--- src/rtl/dcl_pkg.sv ---
// rtl/dcl_pkg.sv - shared constants, state enum and helpers for bcd_scan_display
package dcl_pkg;

  localparam logic [6:0] SEG7_0     = 7'b1111110;
  localparam logic [6:0] SEG7_1     = 7'b0110000;
  localparam logic [6:0] SEG7_2     = 7'b1101101;
  localparam logic [6:0] SEG7_3     = 7'b1111001;
  localparam logic [6:0] SEG7_4     = 7'b0110011;
  localparam logic [6:0] SEG7_5     = 7'b1011011;
  localparam logic [6:0] SEG7_6     = 7'b1011111;
  localparam logic [6:0] SEG7_7     = 7'b1110000;
  localparam logic [6:0] SEG7_8     = 7'b1111111;
  localparam logic [6:0] SEG7_9     = 7'b1111011;
  localparam logic [6:0] SEG7_BLANK = 7'b0000000;

  localparam logic [7:0] DIGSEL_0 = 8'b0000_0001;
  localparam logic [7:0] DIGSEL_1 = 8'b0000_0010;
  localparam logic [7:0] DIGSEL_2 = 8'b0000_0100;
  localparam logic [7:0] DIGSEL_3 = 8'b0000_1000;

  localparam logic [15:0] BIN_MAX = 16'd9999;

  typedef enum logic [1:0] {
    IDLE  = 2'd0,
    SHIFT = 2'd1,
    DONE  = 2'd2
  } conv_state_t;

  function automatic logic [6:0] seg7_encode(input logic [3:0] d);
    logic [6:0] s;
    case (d)
      4'd0:    s = SEG7_0;
      4'd1:    s = SEG7_1;
      4'd2:    s = SEG7_2;
      4'd3:    s = SEG7_3;
      4'd4:    s = SEG7_4;
      4'd5:    s = SEG7_5;
      4'd6:    s = SEG7_6;
      4'd7:    s = SEG7_7;
      4'd8:    s = SEG7_8;
      4'd9:    s = SEG7_9;
      default: s = SEG7_BLANK;
    endcase
    return s;
  endfunction

  // Double-dabble correction: any nibble >= 5 would overflow a decade after the shift.
  function automatic logic [15:0] bcd_add3(input logic [15:0] b);
    logic [15:0] r;
    for (int i = 0; i < 4; i++) begin
      r[i*4 +: 4] = (b[i*4 +: 4] >= 4'd5) ? b[i*4 +: 4] + 4'd3 : b[i*4 +: 4];
    end
    return r;
  endfunction

endpackage

--- src/rtl/bcd_scan_display_if.sv ---
// rtl/bcd_scan_display_if.sv - load/status bundle between the meter and the display stage
interface bcd_scan_display_if;
  logic        load;
  logic [15:0] value;
  logic [1:0]  dp_pos;
  logic        busy;
  logic        done;
  logic        ovf;

  modport master (output load, value, dp_pos, input busy, done, ovf);
  modport slave  (input load, value, dp_pos, output busy, done, ovf);
endinterface

--- src/rtl/bin2bcd16_seq.sv ---
// rtl/bin2bcd16_seq.sv - sequential 16-bit binary to 4-digit BCD converter
// Holds the conversion FSM, the pending-load register, overflow flag and committed digits.
module bin2bcd16_seq
  import dcl_pkg::*;
(
  input  logic        clk,
  input  logic        clr,
  input  logic        i_load,
  input  logic [15:0] i_value,
  output logic        o_busy,
  output logic        o_done,
  output logic        o_ovf,
  output logic [15:0] o_digits
);

  conv_state_t r_state;
  conv_state_t w_state_nxt;
  logic [15:0] r_bin;
  logic [15:0] r_bcd;
  logic [15:0] r_disp;
  logic [15:0] r_pend_val;
  logic        r_pend;
  logic        r_ovf;
  logic [3:0]  r_step;
  logic        w_start;
  logic [15:0] w_src;
  logic [15:0] w_sat;
  logic [15:0] w_adj;

  always_ff @(posedge clk) begin
    if (clr) r_state <= IDLE;
    else     r_state <= w_state_nxt;
  end

  // A load on the DONE cycle starts the next conversion directly; it overrides any older pending value.
  always_comb begin
    w_state_nxt = r_state;
    w_start     = 1'b0;
    w_src       = i_load ? i_value : r_pend_val;
    case (r_state)
      IDLE: begin
        if (i_load || r_pend) begin
          w_state_nxt = SHIFT;
          w_start     = 1'b1;
        end
      end
      SHIFT: begin
        if (r_step == 4'd15) w_state_nxt = DONE;
      end
      DONE: begin
        if (i_load || r_pend) begin
          w_state_nxt = SHIFT;
          w_start     = 1'b1;
        end else begin
          w_state_nxt = IDLE;
        end
      end
      default: w_state_nxt = IDLE;
    endcase
  end

  assign w_sat = (w_src > BIN_MAX) ? BIN_MAX : w_src;
  assign w_adj = bcd_add3(r_bcd);

  always_ff @(posedge clk) begin
    if (clr) begin
      r_bin  <= '0;
      r_bcd  <= '0;
      r_step <= '0;
      r_ovf  <= 1'b0;
    end else if (w_start) begin
      r_bin  <= w_sat;
      r_bcd  <= '0;
      r_step <= '0;
      r_ovf  <= (w_src > BIN_MAX);
    end else if (r_state == SHIFT) begin
      {r_bcd, r_bin} <= {w_adj[14:0], r_bin, 1'b0};
      r_step         <= r_step + 4'd1;
    end
  end

  always_ff @(posedge clk) begin
    if (clr) begin
      r_pend     <= 1'b0;
      r_pend_val <= '0;
    end else if (w_start) begin
      r_pend <= 1'b0;
    end else if (i_load && (r_state == SHIFT)) begin
      r_pend     <= 1'b1;
      r_pend_val <= i_value;
    end
  end

  always_ff @(posedge clk) begin
    if (clr)                   r_disp <= '0;
    else if (r_state == DONE)  r_disp <= r_bcd;
  end

  assign o_busy   = (r_state != IDLE);
  assign o_done   = (r_state == DONE);
  assign o_ovf    = r_ovf;
  // Forward the finished accumulator on DONE so the output stage picks it up in the same edge as the commit.
  assign o_digits = (r_state == DONE) ? r_bcd : r_disp;

endmodule

--- src/rtl/bcd_scan_display.sv ---
// rtl/bcd_scan_display.sv - BCD conversion plus 4-digit multiplexed seven-segment scan
// Optional leading-zero blanking under macro LEADING_ZERO_BLANK_EN.
module bcd_scan_display
  import dcl_pkg::*;
#(
  parameter int SCAN_DIV = 50000
) (
  input  logic                clk,
  input  logic                clr,
  bcd_scan_display_if.slave   bus,
  output logic [7:0]          SEG,
  output logic [6:0]          codeout,
  output logic                dot
);

  localparam int CW = (SCAN_DIV > 2) ? $clog2(SCAN_DIV) : 1;
  localparam logic [CW-1:0] CNT_LAST = CW'(SCAN_DIV - 1);

  logic [15:0]   w_digits;
  logic [CW-1:0] r_scan_cnt;
  logic [1:0]    r_slot;
  logic [3:0]    w_digit;
  logic [7:0]    w_sel;
  logic          w_blank;
  logic [7:0]    r_seg;
  logic [6:0]    r_code;
  logic          r_dot;

  bin2bcd16_seq u_conv (
    .clk      (clk),
    .clr      (clr),
    .i_load   (bus.load),
    .i_value  (bus.value),
    .o_busy   (bus.busy),
    .o_done   (bus.done),
    .o_ovf    (bus.ovf),
    .o_digits (w_digits)
  );

  always_ff @(posedge clk) begin
    if (clr) begin
      r_scan_cnt <= '0;
      r_slot     <= 2'd0;
    end else if (r_scan_cnt == CNT_LAST) begin
      r_scan_cnt <= '0;
      r_slot     <= r_slot + 2'd1;
    end else begin
      r_scan_cnt <= r_scan_cnt + CW'(1);
    end
  end

  always_comb begin
    w_digit = w_digits[15:12];
    w_sel   = DIGSEL_0;
    case (r_slot)
      2'd0: begin w_digit = w_digits[15:12]; w_sel = DIGSEL_0; end
      2'd1: begin w_digit = w_digits[11:8];  w_sel = DIGSEL_1; end
      2'd2: begin w_digit = w_digits[7:4];   w_sel = DIGSEL_2; end
      default: begin w_digit = w_digits[3:0]; w_sel = DIGSEL_3; end
    endcase
  end

`ifdef LEADING_ZERO_BLANK_EN
  logic [3:0] w_lead_zero;
  // w_lead_zero[s]: slot s and every slot to its left hold 0; the ones slot is never a candidate.
  assign w_lead_zero[0] = (w_digits[15:12] == 4'd0);
  assign w_lead_zero[1] = w_lead_zero[0] && (w_digits[11:8] == 4'd0);
  assign w_lead_zero[2] = w_lead_zero[1] && (w_digits[7:4] == 4'd0);
  assign w_lead_zero[3] = 1'b0;
  assign w_blank = w_lead_zero[r_slot] && (r_slot < bus.dp_pos);
`else
  assign w_blank = 1'b0;
`endif

  always_ff @(posedge clk) begin
    if (clr) begin
      r_seg  <= DIGSEL_0;
      r_code <= SEG7_0;
      r_dot  <= 1'b0;
    end else begin
      r_seg  <= w_sel;
      r_code <= w_blank ? SEG7_BLANK : seg7_encode(w_digit);
      r_dot  <= (r_slot == bus.dp_pos);
    end
  end

  assign SEG     = r_seg;
  assign codeout = r_code;
  assign dot     = r_dot;

endmodule

--- src/flat_wrapper.sv ---
// flat-port wrapper written by rule: the top's interface ports become plain ports
module bcd_scan_display_flat import dcl_pkg::*;
#(
  parameter int SCAN_DIV = 50000
)
  (clk, clr, SEG, codeout, dot, bus_load, bus_value, bus_dp_pos, bus_busy, bus_done, bus_ovf);
  bcd_scan_display_if bus_i ();
  input  logic clk;
  input  logic clr;
  output logic [7:0] SEG;
  output logic [6:0] codeout;
  output logic dot;
  input wire logic [$bits(bus_i.load)-1:0] bus_load;
  input wire logic [$bits(bus_i.value)-1:0] bus_value;
  input wire logic [$bits(bus_i.dp_pos)-1:0] bus_dp_pos;
  output wire logic [$bits(bus_i.busy)-1:0] bus_busy;
  output wire logic [$bits(bus_i.done)-1:0] bus_done;
  output wire logic [$bits(bus_i.ovf)-1:0] bus_ovf;
  assign bus_i.load = bus_load;
  assign bus_i.value = bus_value;
  assign bus_i.dp_pos = bus_dp_pos;
  assign bus_busy = bus_i.busy;
  assign bus_done = bus_i.done;
  assign bus_ovf = bus_i.ovf;
  bcd_scan_display #(.SCAN_DIV(SCAN_DIV)) u_core (.clk(clk), .clr(clr), .bus(bus_i), .SEG(SEG), .codeout(codeout), .dot(dot));
endmodule
--- config.mk ---
export PLATFORM = sky130hd
export DESIGN_NAME = bcd_scan_display_flat
export DESIGN_NICKNAME = d
export VERILOG_FILES = /design/src/rtl/dcl_pkg.sv /design/src/rtl/bcd_scan_display_if.sv /design/src/rtl/bin2bcd16_seq.sv /design/src/rtl/bcd_scan_display.sv /design/src/flat_wrapper.sv
export SDC_FILE = /design/constraint.sdc
export NUM_CORES = 1
export LEC_CHECK = 0
export ABC_AREA = 1
export BUFFER_PORTS_ARGS = -buffer_cell sky130_fd_sc_hd__clkbuf_2
export CELL_PAD_IN_SITES_DETAIL_PLACEMENT = 1
export CELL_PAD_IN_SITES_GLOBAL_PLACEMENT = 2
export CORE_UTILIZATION = 34
export CTS_BUF_LIST = sky130_fd_sc_hd__clkbuf_16
export DETAILED_ROUTE_END_ITERATION = 6
export GPL_TIMING_DRIVEN = 1
export PLACE_DENSITY = 0.86
export RECOVER_POWER = 100
export SLEW_MARGIN = 20
export SYNTH_ARGS = -nofsm -noshare
export SYNTH_HDL_FRONTEND = slang
export SYNTH_SLANG_ARGS = --single-unit
--- constraint.sdc ---
create_clock -name clk -period 2.2 [get_ports clk]
set_input_delay 0 -clock clk [delete_from_list [all_inputs] [get_ports clk]]
set_output_delay 0 -clock clk [all_outputs]
set_load 0.01 [all_outputs]
==> impl_metrics.yaml, run 1 <==
worst_setup_path:
  cp_slowest_stage_delay_ns: 0.34
  cp_slowest_cell: "dfxtp_1"
  cpMostUsedCell: "inv_1"
  cp.arrival_ns: 2.31
  cp-start-kind: "flop"
  path_class: "reg2reg"
  cp_max_fo: 5
  crit_chain: "inv_1, ha_1, inv_1, o22ai_1, inv_1, a31oi_2, ha_1, or2_2, nand2_1, nand2_1"
  cp_data_required_time_ns: 2.44
  end_kind: "flop"
finish:
  final_cells: 901
  final_util_pct: 40.62
  stdcell_area_sq_um: 5638
  antenna_cells: 0
  layout-drive-gt1-share_pct: 10.96
  synthToLayoutAreaGrowth_pct: 16.13
  fin_nets: 758
global_route:
  grt_max_degree: 35
  track_usage_pct: 18.30
  grt_pass1_wl_um: 21360
  antenna_found_initial: 0
  grt_pass1_vias: 4532
  overflow: 0
yosys:
  yosys.area.top_type: "dfxtp_1"
  netlist.area_leader.share_pct: 42.06
  synth_area_leaders: "dfxtp_1, nand2_1, o21ai_0, a21oi_1, inv_1"
  synth-edff-count: 0
  netlist_top_cells_count: "nand2_1, dfxtp_1, inv_1"
  synth_cell_type_count: 39
  ys_seq_area_share_pct: 42.06
  syn_area_sq_um: 4855
  syn_area_per_cell_sq_um: 7.322
  ys.flop_type: "dfxtp_1"
  syn_inst: 663
  yosysMostFrequentCell: "nand2_1"
  ys_seq_elements: 102
  yosysWarnings: 0
  ys_async_sr_fraction_pct: 0
power:
  sw_frac_of_total_pct: 25.94
  p_int_mw: 2.800
  total_power_mw: 3.781
  p_leak_nw: 2.345
  vdd_drop_max_mv: 0.4348
  p_clk_share_pct: 38.0
  switchingPower_uw: 980.7
  power_frac_seq_pct: 51.5
  share_comb_of_total_power_pct: 10.5
  pwr_density_cell_nw_per_um2: 670.6
timing:
  finalWorstSetupSlack_ns: 0.1262
  worst_pin_slew_ns: 0.5922
  timing.final.crit_period_ns: 2.074
  setup_viol: 0
  fin_crit_sh_pct: 94.26
  finalClockSkew_ns: 0.009534
  slew_viol_final: 0
  fin_setup_tns_ns: 0
  fmax_ghz: 0.4822
  slew_headroom_pct: 60.52
  finalHoldViolCount: 0
  holdWs_ns: 0.1300
floorplan:
  die_y_um: 121.5
  ioPinCount: 40
  die_w_um: 121.5
  dieArea_sq_um: 14760
  initial_core_util_pct: 34.97
  core_sq_um: 13880
  rows: 43
job:
  drv_cap: 0
clocking:
  cts_tree: "yes"
  cts-root-buf: "clkbuf_16"
  cts_max_level: 3
  clock-sinks: 102
  insertion_delay_ns: 0.35
  cts_made_buffers: 9
  clockBufferDepth: 2
  cts.reportedPaths.clkPinSlew_ns: 0.07
detailed_routing:
  drc: 0
  detail_route.iter0.violations: 264
  vias_per_cell: 4.918
  routed_wl_um: 12510
  antenna_left: 0
  wl_met3_um: 401
  wl_met1_um: 5654
  wl_per_cell_um: 13.88
  first_pass_iters: 4
  dr_wl_met2_um: 6294
  highest_layer: "met4"
  vias: 4431
placed_design:
  port_buffers: 35
  post-place-ws_ns: 0.05799
  dpl_cell_area_sq_um: 5204
  dp_cells: 865
  gp_congestion: 0.7854
  hpwlAfterDp_um: 9177
hold_path:
  min_path_type: "in2reg"
status:
  status: "finished, final reports clean"
==> sequential cells by signal, summed over array words and instances (netlist names) <==
signal	flops
u_core.codeout	7
u_core.u_conv.r_state	2
u_core.r_slot	2
u_core.u_conv.r_bin	16
u_core.u_conv.r_pend_val	16
u_core.u_conv.r_disp	16
u_core.r_scan_cnt	16
u_core.u_conv.r_pend	1
u_core.u_conv.r_bcd	16
u_core.dot	1
u_core.u_conv.o_ovf	1
u_core.u_conv.r_step	4
u_core.SEG	4
==> power by group through the flow <==
stage	Combinational [mW]	Sequential (mW)	Clock [mW]
final	0.397	1.95	1.44
after global placement	0.362	1.99	0
after detailed placement	0.379	1.99	0
after CTS	0.404	1.95	1.49
after global routing	0.449	1.95	1.56
after floorplan	0.267	1.98	0
==> logic make-up (layout without fill, tap and decap cells) <==
group / Yosys count / after routing / synth area share (%)
adders and majority gates: 21 / 21 / 5.412
other: 1 / 4 / 0.07725
and+or+nand+nor: 240 / 240 / 21.60
xor gates and xnor gates: 10 / 10 / 1.804
buffers and inverters: 123 / 178 / 10.62
DFF: 102 / 102 / 42.06
AOI/OAI and AO/OA: 166 / 166 / 18.43
==> per-layer routing <==
layer	track usage (%)	up-vias
li1	-	2236
met5	0	-
met1	22.04	2116
met2	32.28	63
met3	4.464	16
met4	4.552	0
==> final timing paths <==
check / start / endpoint / slack (ns) / cells past startpoint
min: bus_load / u_core.u_conv.r_pend_val[14]$_SDFFE_PP0P_ / 0.13 / 3
max: u_core.r_slot[1]$_SDFFE_PP0P_ / u_core.codeout[5]$_SDFF_PP1_ / 0.13 / 10
max reg2reg: u_core.r_slot[1]$_SDFFE_PP0P_ / u_core.codeout[5]$_SDFF_PP1_ / 0.13 / 10
min reg2reg: u_core.u_conv.r_pend_val[4]$_SDFFE_PP0P_ / u_core.u_conv.r_pend_val[4]$_SDFFE_PP0P_ / 0.45 / 2
==> placed cells by master, fill, tap and decap left out, types with 3 or more instances in the layout <==
master / instances
o22ai_1: 4
ha_1: 21
nor3_1: 10
buf_4: 11
o21ai_2: 4
clkbuf_1: 15
dlygate4sd3_1: 18
clkbuf_2: 24
a21oi_1: 68
nand2_1: 122
clkbuf_16: 9
clkinv_1: 3
or2_2: 6
xor2_1: 10
inv_1: 88
conb_1: 4
inv_2: 6
o21ai_0: 73
nand4_1: 6
nand2_2: 3
nor2_1: 47
nand3_1: 33
nor2_2: 3
dfxtp_1: 101
==> layout make-up <==
| cell class | instances | area, sq um |
|---|---|---|
| inverter | 94 | 355.3 |
| sequential | 102 | 2043 |
| clock inverter | 7 | 32.53 |
| multi-input combinational | 441 | 2317 |
| clock buffer | 9 | 225.2 |
| fill | 1804 | 8243 |
| timing repair buffer | 68 | 439.2 |
| tap | 180 | 225.2 |
==> critical path, delay by kind of cell, from the launching register on <==
family	cells	cell delay, ns
simple gates	3	0.42
fa+ha+maj	2	0.53
compound gates	2	0.38
flops	1	0.34
buf+inv	3	0.28
==> repair_timing <==
action | 4_1_cts | 5_1_grt
hold buffers | 18 | 0
setup buffers | 0 | 2
endpoints found under the hold margin | 17 | 0
endpoints found under the setup margin | 0 | 6
gates resized for setup | 0 | 3
Power figures use the tool's default switching activity.
==> run 2, diff against run 1 <==
CORE_UTILIZATION = 36   (was 34)
PLACE_DENSITY = 0.9   (was 0.86)
clock period = 2.5 ns   (was 2.2 ns; I/O delays follow)
==> run 2 against run 1 <==
Effect of this change:
- sequential share of layout area rose by 0.52 points
- clock power fell by 11%
- design area fell by 1.5%
- via count fell by 2.6%
- largest cell class unchanged
- largest power group unchanged
==> impl_metrics.yaml, run 2 (synthesis gave the netlist of run 1 again) <==
status:
  status: "finished, final reports clean"
floorplan:
  die_y_um: 118.1
  ioPinCount: 40
  dieArea_sq_um: 13950
  rows: 42
  die_w_um: 118.1
  core_sq_um: 13190
  initial_core_util_pct: 36.81
timing:
  setup_viol: 0
  finalClockSkew_ns: 0.006811
  slew_headroom_pct: 57.90
  finalWorstSetupSlack_ns: 0.2447
  worst_pin_slew_ns: 0.6315
  fin_crit_sh_pct: 90.21
  slew_viol_final: 0
  fin_setup_tns_ns: 0
  finalHoldViolCount: 0
  fmax_ghz: 0.4434
  timing.final.crit_period_ns: 2.255
worst_setup_path:
  cp.arrival_ns: 2.50
  cp_slowest_stage_delay_ns: 0.48
  end_kind: "flop"
  cpMostUsedCell: "inv_1"
  crit_chain: "inv_2, nor2_4, o21ai_0, o22ai_1, inv_1, a31oi_2, inv_1, ha_1, a22oi_1, nand2_1"
  cp-start-kind: "flop"
  cp_slowest_cell: "dfxtp_1"
  cp_data_required_time_ns: 2.74
  path_class: "reg2reg"
  cp_max_fo: 14
  r2r_cells: 10
global_route:
  grt_max_degree: 32
  grt_pass1_vias: 4493
  overflow: 0
  grt_pass1_wl_um: 21290
  track_usage_pct: 19.10
  antenna_found_initial: 0
placed_design:
  port_buffers: 35
  post-place-ws_ns: 0.2009
  hpwlAfterDp_um: 8855
  gp_congestion: 0.7521
detailed_routing:
  first_pass_iters: 4
  drc: 0
  routed_wl_um: 12370
  wl_per_cell_um: 13.93
  detail_route.iter0.violations: 131
  vias_per_cell: 4.861
  vias: 4317
  antenna_left: 0
clocking:
  cts-root-buf: "clkbuf_16"
  postCtsSetupBuffers: 0
  clockBufferDepth: 2
  cts_tree: "yes"
  insertion_delay_ns: 0.36
  clock-sinks: 102
  cts_max_level: 3
  cts_made_buffers: 9
  cts.reportedPaths.clkPinSlew_ns: 0.07
finish:
  final_util_pct: 42.12
  final_common_cell: "nand2_1"
  fin_nets: 750
  layout_common_cells: "nand2_1, dfxtp_1, inv_1"
  layout-drive-gt1-share_pct: 8.989
  antenna_cells: 0
  synthToLayoutAreaGrowth_pct: 14.43
power:
  switchingPower_uw: 874.7
  share_comb_of_total_power_pct: 10.1
  vdd_drop_max_mv: 0.3769
  p_int_mw: 2.458
  sw_frac_of_total_pct: 26.24
  power_frac_seq_pct: 51.4
  pwr_density_cell_nw_per_um2: 600.0
  p_clk_share_pct: 38.4
  p_leak_nw: 2.297
hold_path:
  min_path_type: "in2reg"
  hold_depth: 2
job:
  drv_cap: 0
-- run 2: final cells by class --
cell class | instances | area (sq um)
Inverter | 94 | 355.3
Clock buffer | 9 | 225.2
Timing Repair Buffer | 60 | 376.6
Fill cell | 1672 | 7635
Sequential cell | 102 | 2042
Tap cell | 176 | 220.2
Clock inverter | 6 | 32.53
Multi-Input combinational cell | 441 | 2303
-- run 2: critical path: cells and delay by family, from the launching register on --
family | cells | cell delay, ns
buffers and inverters | 3 | 0.30
and+or+nand+nor | 2 | 0.34
DFF | 1 | 0.48
adders and majority gates | 1 | 0.24
AOI/OAI and AO/OA | 4 | 0.79
-- run 2: final timing paths --
check,from,endpoint,slack (ns)
max,u_core.u_conv.r_state[1]$_SDFFE_PP0P_,u_core.codeout[2]$_SDFF_PP1_,0.24
min reg2reg,u_core.u_conv.r_pend_val[4]$_SDFFE_PP0P_,u_core.u_conv.r_pend_val[4]$_SDFFE_PP0P_,0.45
max reg2reg,u_core.u_conv.r_state[1]$_SDFFE_PP0P_,u_core.codeout[2]$_SDFF_PP1_,0.24
min,clr,u_core.u_conv.r_disp[6]$_SDFF_PP0_,0.02
-- run 2: power by group through the flow --
stage,combinational (mW),sequential [mW],clock [mW]
detailed placement,0.324,1.75,0
global placement,0.310,1.75,0
floorplan,0.235,1.74,0
global route,0.384,1.72,1.39
finish,0.337,1.71,1.28
CTS,0.347,1.71,1.33
-- run 2: per-layer routing --
layer	wire (um)	global-route usage, %	vias to the layer above	part of all wire (%)
met3	369	4.990	16	3.0
met4	204	6.250	0	1.6
met5	0	0	-	0
met1	5686	22.68	2029	46
li1	-	-	2225	-
met2	6110	33.27	47	49
-- run 2: per-stage QoR --
step           total power, mW  hold slack (ns)  area (sq um)  std cells
2_1_floorplan            1.979          0.09976          4866        666
4_1_cts                  3.388         0.009967          5592        888
3_5_place_dp             2.076           0.2301          5154        855
3_3_place_gp             2.058           0.2050          5154        855
6_report                 3.333          0.01782          5555        888
5_1_grt                  3.494          0.03040          5555        888
-- run 2: what timing repair did --
item / 4_1_cts / 5_1_grt
resized for setup: 0 / 1
endpoints found under the hold margin: 17 / 0
endpoints found under the setup margin: 0 / 5
hold buffers: 18 / 0
